## config.mk

```make
export PLATFORM = sky130hd
export DESIGN_NAME = keypad_hex_entry
export DESIGN_NICKNAME = d
export VERILOG_FILES = /design/src/rtl/keypad_hex_entry.sv
export SDC_FILE = /design/constraint.sdc
export NUM_CORES = 1
export LEC_CHECK = 0
export BUFFER_PORTS_ARGS = -buffer_cell sky130_fd_sc_hd__buf_2
export CAP_MARGIN = 0
export CORE_MARGIN = 10
export CORE_UTILIZATION = 50
export DETAILED_ROUTE_END_ITERATION = 6
export GPL_ROUTABILITY_DRIVEN = 1
export PLACE_DENSITY_LB_ADDON = 0.05
export SETUP_SLACK_MARGIN = 0.4
export SYNTH_ARGS = -nofsm -noshare
export SYNTH_HDL_FRONTEND = slang
export SYNTH_SLANG_ARGS = --single-unit
```

## constraint.sdc

```tcl
create_clock -name extclk -period 10.9 [get_ports extclk]
set_input_delay 1.09 -clock extclk [delete_from_list [all_inputs] [get_ports extclk]]
set_output_delay 1.09 -clock extclk [all_outputs]
set_load 0.05 [all_outputs]
```

## src/rtl/keypad_hex_entry.sv

```systemverilog
// 4x4 matrix keypad scanner with scan-level debounce. Accepted hex digits are
// shifted into a 16-bit calculator-style entry word for the 7-segment path.
module keypad_hex_entry #(
  parameter int unsigned SCAN_DIV       = 5000,
  parameter int unsigned DEBOUNCE_SCANS = 4
) (
  input  logic        extclk,
  input  logic        reset,
  input  logic [3:0]  col,
  input  logic        clr,
  output logic [3:0]  row,
  output logic [15:0] dout,
  output logic        w_display,
  output logic        key_valid,
  output logic [3:0]  key_code
);

  localparam int unsigned      SlotW    = (SCAN_DIV > 1) ? $clog2(SCAN_DIV) : 1;
  localparam logic [SlotW-1:0] SlotLast = SlotW'(SCAN_DIV - 1);
  localparam logic [7:0]       DebLast  = 8'(DEBOUNCE_SCANS);

  typedef enum logic [1:0] {StIdle, StDebounce, StHeld, StRelease} state_e;

  // (row, col) -> hex code of the key at that crossing
  function automatic logic [3:0] key_map(input logic [1:0] r, input logic [1:0] c);
    logic [3:0] k;
    k = 4'h0;
    case ({r, c})
      4'h0: k = 4'h1;
      4'h1: k = 4'h2;
      4'h2: k = 4'h3;
      4'h3: k = 4'hA;
      4'h4: k = 4'h4;
      4'h5: k = 4'h5;
      4'h6: k = 4'h6;
      4'h7: k = 4'hB;
      4'h8: k = 4'h7;
      4'h9: k = 4'h8;
      4'hA: k = 4'h9;
      4'hB: k = 4'hC;
      4'hC: k = 4'h0;
      4'hD: k = 4'hF;
      4'hE: k = 4'hE;
      default: k = 4'hD;
    endcase
    return k;
  endfunction

  logic [3:0]       col_meta_q, col_sync_q;
  logic [SlotW-1:0] slot_q, slot_d;
  logic [1:0]       row_idx_q, row_idx_d;
  // Zero count across rows already sampled this scan, saturating at 2 (MULTI)
  logic [1:0]       zeros_q, zeros_d;
  logic [3:0]       hit_q, hit_d;
  state_e           state_q, state_d;
  logic [3:0]       cand_q, cand_d;
  logic [7:0]       cnt_q, cnt_d;
  logic [15:0]      dout_q, dout_d;
  logic [3:0]       key_code_q, key_code_d;
  logic             key_valid_q, key_valid_d;
  logic             w_display_q, w_display_d;

  logic       sample, scan_end;
  logic [1:0] row_zeros, scan_zeros;
  logic [3:0] row_code, scan_code;
  logic [2:0] zero_sum;
  logic       is_empty, is_single, accept;
  logic [7:0] cnt_inc;

  assign row       = ~(4'b0001 << row_idx_q);
  assign dout      = dout_q;
  assign key_code  = key_code_q;
  assign key_valid = key_valid_q;
  assign w_display = w_display_q;

  // Decode the synchronized columns of the active row and fold them into the scan totals
  always_comb begin
    row_zeros = 2'd0;
    row_code  = 4'h0;
    for (int c = 0; c < 4; c++) begin
      if (!col_sync_q[c]) begin
        if (row_zeros != 2'd2) row_zeros = row_zeros + 2'd1;
        row_code = key_map(row_idx_q, 2'(c));
      end
    end
    zero_sum   = {1'b0, zeros_q} + {1'b0, row_zeros};
    scan_zeros = (zero_sum >= 3'd2) ? 2'd2 : zero_sum[1:0];
    // With exactly one zero overall, it came from either this row or an earlier one
    scan_code  = (row_zeros != 2'd0) ? row_code : hit_q;
    is_empty   = (scan_zeros == 2'd0);
    is_single  = (scan_zeros == 2'd1);
  end

  // Row slot timing and per-scan accumulation
  always_comb begin
    sample    = (slot_q == SlotLast);
    scan_end  = sample && (row_idx_q == 2'd3);
    slot_d    = sample ? '0 : slot_q + SlotW'(1);
    row_idx_d = sample ? row_idx_q + 2'd1 : row_idx_q;
    zeros_d   = zeros_q;
    hit_d     = hit_q;
    if (scan_end) begin
      zeros_d = 2'd0;
      hit_d   = 4'h0;
    end else if (sample) begin
      zeros_d = scan_zeros;
      hit_d   = scan_code;
    end
  end

  // Debounce FSM; only moves at scan evaluation
  always_comb begin
    state_d = state_q;
    cand_d  = cand_q;
    cnt_d   = cnt_q;
    accept  = 1'b0;
    cnt_inc = cnt_q + 8'd1;
    if (scan_end) begin
      unique case (state_q)
        StIdle: begin
          if (is_single) begin
            cand_d = scan_code;
            cnt_d  = 8'd1;
            if (DebLast == 8'd1) begin
              accept  = 1'b1;
              state_d = StHeld;
            end else begin
              state_d = StDebounce;
            end
          end
        end
        StDebounce: begin
          if (is_single) begin
            if (scan_code == cand_q) begin
              cnt_d = cnt_inc;
              if (cnt_inc == DebLast) begin
                accept  = 1'b1;
                state_d = StHeld;
              end
            end else begin
              cand_d = scan_code;
              cnt_d  = 8'd1;
            end
          end else begin
            state_d = StIdle;
          end
        end
        StHeld: begin
          if (is_empty) begin
            cnt_d   = 8'd1;
            state_d = (DebLast == 8'd1) ? StIdle : StRelease;
          end
        end
        StRelease: begin
          if (is_empty) begin
            cnt_d = cnt_inc;
            if (cnt_inc == DebLast) state_d = StIdle;
          end else begin
            state_d = StHeld;
          end
        end
        default: state_d = StIdle;
      endcase
    end
  end

  // Output word and pulses; clr takes priority over a digit shift in the same cycle
  always_comb begin
    key_valid_d = accept;
    key_code_d  = accept ? scan_code : key_code_q;
    w_display_d = accept | clr;
    dout_d      = dout_q;
    if (clr) begin
      dout_d = 16'h0000;
    end else if (accept) begin
      dout_d = {dout_q[11:0], scan_code};
    end
  end

  // State registers with synchronous active-low reset
  always_ff @(posedge extclk) begin
    if (!reset) begin
      col_meta_q  <= 4'hF;
      col_sync_q  <= 4'hF;
      slot_q      <= '0;
      row_idx_q   <= 2'd0;
      zeros_q     <= 2'd0;
      hit_q       <= 4'h0;
      state_q     <= StIdle;
      cand_q      <= 4'h0;
      cnt_q       <= 8'd0;
      dout_q      <= 16'h0000;
      key_code_q  <= 4'h0;
      key_valid_q <= 1'b0;
      w_display_q <= 1'b0;
    end else begin
      col_meta_q  <= col;
      col_sync_q  <= col_meta_q;
      slot_q      <= slot_d;
      row_idx_q   <= row_idx_d;
      zeros_q     <= zeros_d;
      hit_q       <= hit_d;
      state_q     <= state_d;
      cand_q      <= cand_d;
      cnt_q       <= cnt_d;
      dout_q      <= dout_d;
      key_code_q  <= key_code_d;
      key_valid_q <= key_valid_d;
      w_display_q <= w_display_d;
    end
  end

endmodule

```

==> run_results.csv <==
group,metric,value,unit
global_routing,grt_pass1_vias,2468,
final_layout,drive_above_1_share,12.2,%
clock_network,root_buffer,"clkbuf_8",
clock_network,post-cts-setup-buffers,0,
clock_network,hold_buffers,0,
global_routing,grt_use_total,13.8,%
run,maxCapViolCount,0,
clock_network,clk_latency,0.34,ns
global_routing,antenna_found_initial,0,
worst_hold_path,hp-class,"reg2reg",
final_layout,final_nets,409,
floorplan,coreArea,0.00631,mm2
floorplan,io_pins,33,
setup_path,worstPathArrival,4.83,ns
routing,route.detailed.drc,0,
routing,dr.pass1.iters,5,
setup_path,crit_path_end_kind,"flip-flop",
routing,routed_wl,6890,um
clock_network,numCtsBuffers,9,
routing,antenna_left,0,
routing,route.vias.total,2607,
floorplan,die_x,100,um
timing,fin_skew,0.0106,ns
final_layout,syn_to_final_growth,11.1,%
synth,synth_top_area_share,40.3,%
clock_network,clkTransAtPathRegs,0.08,ns
synth,synth_top_area_cell,"dfxtp_1",
clock_network,cts_max_path_buffers,2,
routing,drt_iter0_drc,107,
synth,synth_cell_type_count,55,
placement,pre_cts_ws,6.36,ns
setup_path,crit_type,"reg2reg",
timing,setup_violations,0,
setup_path,reg2reg_depth,14,
synth,synthTopCellsByArea,"dfxtp_1 40%, mux2i_1 7.1%, nand2_1 5.3%",
synth,synth-edff-count,0,
global_routing,grt_remaining_overflow,0,
synth,synth_seq_area_share,40.3,%
timing,finalCritPeriodShare,41.9,%
power,powerDensity,135,mW/mm2
global_routing,grt_max_degree,26,
timing,tns,0,ns
synth,ys_seq_elements,65,
setup_path,path_max_fanout,21,
floorplan,row_count,29,
timing,rsz0062_at_grt,"no",
synth,syn_nets,382,
placement,gp_congestion,0.791,
timing,worst_slack,6.33,ns
clock_network,cts_tree,"built",
timing,slew_headroom,17.7,%
routing,via_per_inst,5.54,
final_layout,nFillCells,618,
timing,max_freq,219,MHz
final_layout,n_antenna_cell,0,
power,p_leak,0.00137,uW
floorplan,dieArea,0.0101,mm2
synth,synth_area,0.00323,mm2
setup_path,crit_required,11.16,ns
timing,layout_min_cycle_time,4.57,ns
routing,wl_per_cell,14.6,um
floorplan,die_h,100,um
placement,port_buffers,32,
placement,dpl.hpwl,4810,um
synth,async_flop_share,0,%
timing,slew_viol_final,0,
clock_network,cts_resized,0,
timing,tightestPinTransition,1.23,ns
worst_hold_path,holdPathStages,1,
synth,syn_area_per_cell,8.93,um2
global_routing,grt_pass1_wl,11600,um
synth,synth_commonest_cells,"65 x dfxtp_1, 46 x nand2_1, 35 x nor2_1",
clock_network,cts.sinks,65,
synth,ys_warn_count,0,
floorplan,initial_utilization,51.2,%
status,status,"finished, final reports clean",
power,irDropWorstVdd,0.0000736,V
setup_path,rrSetupSlack,6.33,ns
synth,synth_most_common_cell,"dfxtp_1",
timing,hold_violations,0,
synth,synthFlopType,"dfxtp_1",
setup_path,crit_path_start_kind,"flip-flop",
synth,synthCells,362,
clock_network,htree_levels,3,
## state kept, by name, indices dropped and copies added (netlist names)
signal and flops:
col_meta_q 4, key_code 4, row_idx_q 2, dout 16, w_display 1, cand_q 4, key_valid 1, slot_q 13
cnt_q 8, state_q 2, col_sync_q 4, zeros_q 2, hit_q 4
## metal layers
metal | up-vias | track usage, % | wire (um)
li1 | 1337 | - | -
met1 | 1225 | 17.6 | 3330
met2 | 33 | 21.8 | 3210
met3 | 12 | 3.16 | 230
met4 | 0 | 5.87 | 119
met5 | - | 0 | 0
## through the flow
step	hold slack (ns)	cell area [um2]	utilization, %	std cells	total power, uW
after floorplan	0.386	3230	-	362	274
after global placement	0.388	3390	53.6	455	281
after detailed placement	0.392	3390	53.6	455	281
after CTS	0.405	3590	56.9	471	489
after global routing	0.421	3590	56.9	471	503
final	0.401	3590	56.9	471	486
## placed cells by master (no fill, tap or decap), types with 6 or more instances in the layout
| cell | instances |
|---|---|
| inv_1 | 15 |
| nand3_1 | 10 |
| a21oi_1 | 15 |
| nand4_1 | 6 |
| nand2_1 | 46 |
| mux2i_1 | 23 |
| a211oi_1 | 9 |
| xnor2_1 | 14 |
| nand2b_1 | 9 |
| clkbuf_8 | 10 |
| dfxtp_1 | 65 |
| buf_2 | 32 |
| ha_1 | 12 |
| xor2_1 | 8 |
| nor2_1 | 35 |
| and3_1 | 7 |
| nor3_1 | 7 |
## logic make-up after synthesis
family                   share of synthesized area, %
adder cells (fa/ha/maj)                          5.27
AO/OA/AOI/OAI                                    13.1
multiplexers                                     7.12
XOR/XNOR                                         5.96
AND/OR/NAND/NOR                                  23.4
flip-flops                                       40.3
buffers and inverters                            4.88
## where the power goes
part | internal (uW) | switching, uW
Clock | 112 | 97.2
Combinational | 12.2 | 20.2
Sequential | 240 | 3.60
## worst max-delay path: stages (launching register included)
cell      delay, ns
dfxtp_1        0.49
inv_1          0.08
ha_1           0.32
mux2i_1        0.20
ha_1           0.22
nor2_1         0.05
a21oi_1        0.14
ha_1           0.15
inv_1          0.04
fa_1           0.57
nand3_1        0.21
or4_1          0.54
a311oi_1       0.20
and4_1         0.99
mux2i_1        0.28
## path summary, 6_finish.rpt
check	endpoint	start
hold reg to reg	col_sync_q[2]	col_meta_q[2]
hold / removal	col_sync_q[2]	col_meta_q[2]
setup / recovery	dout[6]	col_sync_q[1]
setup reg to reg	dout[6]	col_sync_q[1]
## final cells by class
class / instances / area, um2 / area share [%]
Timing Repair Buffer: 32 / 160 / 4.46
Inverter: 15 / 56.3 / 1.57
Clock inverter: 6 / 66.3 / 1.85
Multi-Input combinational cell: 266 / 1770 / 49.4
Clock buffer: 10 / 138 / 3.83
Tap cell: 77 / 96.3 / 2.68
Sequential cell: 65 / 1300 / 36.2
Power figures use the tool's default switching activity.
